## src/rtl/seq_mult_shift_add.sv

```systemverilog
// Sequential shift-and-add unsigned multiplier, WIDTH x WIDTH -> 2*WIDTH.
// Uses an external combinational ripple-carry adder for one partial product per clock.
//
// state | meaning
// IDLE  | waiting for start; operands captured on accepted start
// RUN   | one add/shift step per cycle, WIDTH cycles
// DONE  | one-cycle done pulse, product valid
module seq_mult_shift_add #(
   parameter int WIDTH = 4
) (
   input  logic               clk,
   input  logic               rst_n,
   input  logic               start,
   input  logic [WIDTH-1:0]   multiplicand,
   input  logic [WIDTH-1:0]   multiplier,
   output logic [WIDTH-1:0]   add_a,
   output logic [WIDTH-1:0]   add_b,
   input  logic [WIDTH-1:0]   add_sum,
   input  logic               add_cout,
   output logic               busy,
   output logic               done,
   output logic [2*WIDTH-1:0] product
);

   localparam int CW = $clog2(WIDTH) + 1;

   typedef enum logic [1:0] {
      IDLE = 2'd0,
      RUN  = 2'd1,
      DONE = 2'd2
   } state_t;

   state_t             state;
   logic [2*WIDTH-1:0] acc;
   logic [2*WIDTH-1:0] acc_next;
   logic [WIDTH-1:0]   mreg;
   logic [CW-1:0]      count;

   assign add_a = acc[2*WIDTH-1:WIDTH];
   assign add_b = mreg;

   // carry-out shifts into the MSB, so the running sum never overflows
   always_comb begin
      acc_next = {1'b0, acc[2*WIDTH-1:1]};
      if (acc[0])
         acc_next = {add_cout, add_sum, acc[WIDTH-1:1]};
   end

   always_ff @(posedge clk) begin
      if (!rst_n) begin
         state   <= IDLE;
         acc     <= '0;
         mreg    <= '0;
         count   <= '0;
         product <= '0;
         busy    <= 1'b0;
         done    <= 1'b0;
      end else begin
         case (state)
            IDLE: begin
               done <= 1'b0;
               busy <= 1'b0;
               if (start) begin
                  mreg  <= multiplicand;
                  acc   <= {{WIDTH{1'b0}}, multiplier};
                  count <= '0;
                  busy  <= 1'b1;
                  state <= RUN;
               end
            end
            RUN: begin
               acc   <= acc_next;
               count <= count + 1'b1;
               if (count == CW'(WIDTH - 1)) begin
                  product <= acc_next;
                  done    <= 1'b1;
                  state   <= DONE;
               end
            end
            DONE: begin
               done  <= 1'b0;
               busy  <= 1'b0;
               state <= IDLE;
            end
            default: begin
               done  <= 1'b0;
               busy  <= 1'b0;
               state <= IDLE;
            end
         endcase
      end
   end

endmodule

```

## config.mk

```make
export PLATFORM = sky130hd
export DESIGN_NAME = seq_mult_shift_add
export DESIGN_NICKNAME = d
export VERILOG_FILES = /design/src/rtl/seq_mult_shift_add.sv
export SDC_FILE = /design/constraint.sdc
export NUM_CORES = 1
export LEC_CHECK = 0
export ABC_AREA = 0
export ABC_CLOCK_PERIOD_IN_PS = 3800
export CAP_MARGIN = 20
export CORE_UTILIZATION = 49
export CTS_CLUSTER_SIZE = 20
export DETAILED_ROUTE_END_ITERATION = 10
export PLACE_DENSITY = 0.79
export SLEW_MARGIN = 5
export SYNTH_ARGS = -nofsm -noshare
export SYNTH_HDL_FRONTEND = slang
export SYNTH_SLANG_ARGS = --single-unit
```

## constraint.sdc

```tcl
create_clock -name clk -period 3.8 [get_ports clk]
set_input_delay 0.95 -clock clk [delete_from_list [all_inputs] [get_ports clk]]
set_output_delay 0.95 -clock clk [all_outputs]
set_load 0.02 [all_outputs]
```

==> flow_metrics.py <==
metrics = {
    "run_status": {
        "status": "complete, no violations",
    },
    "final_layout": {
        "num_antenna_cells": 0,
        "final_util": 0.6602,
        "drive_above_1_share": 0.08571,
        "nFillCells": 190,
        "layout_commonest_cell": "clkdlybuf4s50_1",
        "mostFrequentLayoutCells": "clkdlybuf4s50_1 (33), dfxtp_1 (27), a21oi_1 (10)",
        "syn_to_final_growth_pct": 28.02,
        "stdcell_count": 168,
        "num-nets-final": 159,
    },
    "min_path": {
        "hold_class": "flip-flop to flip-flop",
        "hold_end": "busy",
        "min_from": "busy",
        "whs_path_depth": 2,
    },
    "floorplan": {
        "die_area_sq_um": 2502,
        "rows": 17,
        "die_h_um": 50.02,
        "die-width_um": 50.02,
        "core_area_sq_um": 2191,
        "io_pins": 34,
        "start_util": 0.5157,
    },
    "worst_setup_path": {
        "critical_path_class": "flip-flop to output pin",
        "crit_slowest_cell": "clkdlybuf4s50_1",
        "critPathCaptureType": "output pin",
        "critical_path_arrival_ps": 1340,
        "worstPathRequired_ps": 2850,
        "timing.rr.start": "count[0]",
        "crit_chain": "clkdlybuf4s50_1",
        "r2r_end": "product[2]",
        "critPathTopFamily": "buffers and inverters",
        "crit_buf_inv": 1,
        "crit_path_start_kind": "flip-flop",
        "reg2reg_depth": 5,
        "r2r_slack_ps": 2060,
        "worstPathMaxFanout": 2,
        "cpPeakStageDelay_ps": 620,
    },
    "yosys": {
        "synth_xor_area_frac": 0,
        "ys_seq_elements": 27,
        "ys.flop_type": "dfxtp_1",
        "synth_top_area_cell": "dfxtp_1",
        "synth_top_family_by_area": "compound AO/OA/AOI/OAI gates",
        "netlist-cell-type-count": 34,
        "syn_area_per_cell_sq_um": 9.999,
        "synthCells": 113,
        "synth-simple-area-share": 0.1417,
        "muxShareOfSynthArea": 0.06202,
        "synth.area.top_cells": "dfxtp_1 (48%), mux2i_1 (6.2%), a21oi_1 (4.4%), o2bb2ai_1 (3.9%), o21ai_0 (3.1%)",
        "synth-compound-area-share": 0.2148,
        "synth-async-reset-ratio": 0,
        "synth_top_area_share": 0.4784,
        "synth.net_count": 131,
        "synth_fa_ha_area_frac": 0.02215,
        "syn_area_sq_um": 1130,
        "seq_area_frac_synth": 0.4784,
        "synth_edf_count": 0,
        "synth_warnings": 0,
    },
    "sta": {
        "hold_violations": 0,
        "fmax_mhz": 437.4,
        "fin_crit_sh": 0.6016,
        "finClkSkew_ps": 7.218,
        "rsz0062_at_grt": "false",
        "hold_slack_ps": 476.1,
        "relSlewSlack": 0.5938,
        "layout_min_cycle_time_ps": 2286,
        "worst_pin_slew_ps": 609.3,
        "timing.final.max_slew_violations": 0,
        "fin_setup_tns_ps": 0,
        "setup_viol": 0,
    },
    "global_route": {
        "grt_max_degree": 16,
        "grt_pass1_wl_mm": 3.567,
        "grt_pass1_vias": 831,
        "antenna_found_initial": 0,
        "grt_usage": 0.1915,
        "grt-ovfl-total": 0,
    },
    "routing": {
        "vias_per_cell": 5.369,
        "firstDrtPassIters": 4,
        "drcViolationCount": 0,
        "postRouteAntennaNets": 0,
        "drt-wirelength-per-cell_um": 12.98,
        "wirelength_mm": 2.181,
        "vias": 902,
        "drt_first_iter_violations": 11,
    },
    "clock_tree": {
        "cts_tree": "done",
        "cts_made_buffers": 3,
        "clockBufferDepth": 2,
        "cts_resized": 0,
        "ctsHtreeMaxLevel": 1,
        "root_buffer": "clkbuf_4",
        "clock_sinks": 27,
        "clk_latency_ps": 320,
        "cts_setup_buffers": 0,
        "clkTransAtPathRegs_ps": 140,
        "cts_hold_buf": 0,
    },
    "job": {
        "max_cap_viol_count": 0,
    },
    "power": {
        "power_density_nw_per_um2": 340.9,
        "p_leak_nw": 0.5348,
        "ir_drop_v": 0.0002339,
    },
    "placed_design": {
        "port_buffers": 33,
        "gp_congestion": 0.7726,
        "post-place-cells": 164,
        "hpwl_mm": 1.574,
    },
}
## logic make-up (layout without fill, tap and decap cells)
family / Yosys count / count (layout)
compound gates: 34 / 34
buf+inv: 14 / 41
simple gates: 29 / 29
fa+ha+maj: 2 / 2
mux: 7 / 7
flops: 27 / 27
## how the worst max path moves through the flow
stage                             to       start  cells after the start
after floorplan               acc[3]       rst_n                      4
after global placement        acc[3]       rst_n                      4
after detailed placement      acc[3]       rst_n                      4
after CTS                 product[7]  product[7]                      1
after global routing      product[7]  product[7]                      1
final                     product[7]  product[7]                      1
## per-layer routing
metal  up-vias  wire length (um)  GRT usage
li1        447                 -          -
met1       421              1087     0.2552
met2        29               953     0.2889
met3         5               100    0.02778
met4         0                40     0.1143
met5         -                 0          0
## stage by stage
| stage | total power [mW] | area, sq um | worst slack, ps |
|---|---|---|---|
| 3_5_place_dp | 0.3779 | 1419 | 1425 |
| 2_1_floorplan | 0.3470 | 1130 | 2093 |
| 5_1_grt | 0.5191 | 1446 | 1444 |
| 4_1_cts | 0.5010 | 1446 | 1493 |
| 6_report | 0.4931 | 1446 | 1514 |
| 3_3_place_gp | 0.3766 | 1419 | 1457 |
## power by group
group / internal (mW) / switching, mW
clock: 0.0395 / 0.0811
sequential: 0.294 / 0.0115
combinational: 0.0357 / 0.0313
## flip-flops by register name (all words and copies together) (netlist names)
name     cells
acc          8
add_b        4
busy         1
count        3
done         1
product      8
state        2
## synth_stat cells, types with 2 or more instances
cell / instances
buf_6: 3
buf_4: 4
a21oi_1: 10
o2bb2ai_1: 5
a211oi_2: 2
o21ai_0: 7
nor2b_1: 3
o211a_1: 2
mux2i_1: 7
inv_1: 3
nand2b_1: 3
nor2_1: 8
ha_1: 2
dfxtp_1: 27
nand2_1: 7
clkbuf_1: 2
## area by class of cell
| type | instances | area, sq um | area share |
|---|---|---|---|
| Clock inverter | 1 | 5.005 | 0.003460 |
| Sequential cell | 27 | 540.5 | 0.3737 |
| Clock buffer | 3 | 22.52 | 0.01557 |
| Multi-Input combinational cell | 72 | 498.0 | 0.3443 |
| Tap cell | 28 | 35.03 | 0.02422 |
| Inverter | 4 | 15.01 | 0.01038 |
| Timing Repair Buffer | 33 | 330.3 | 0.2284 |
Power figures use the tool's default switching activity.
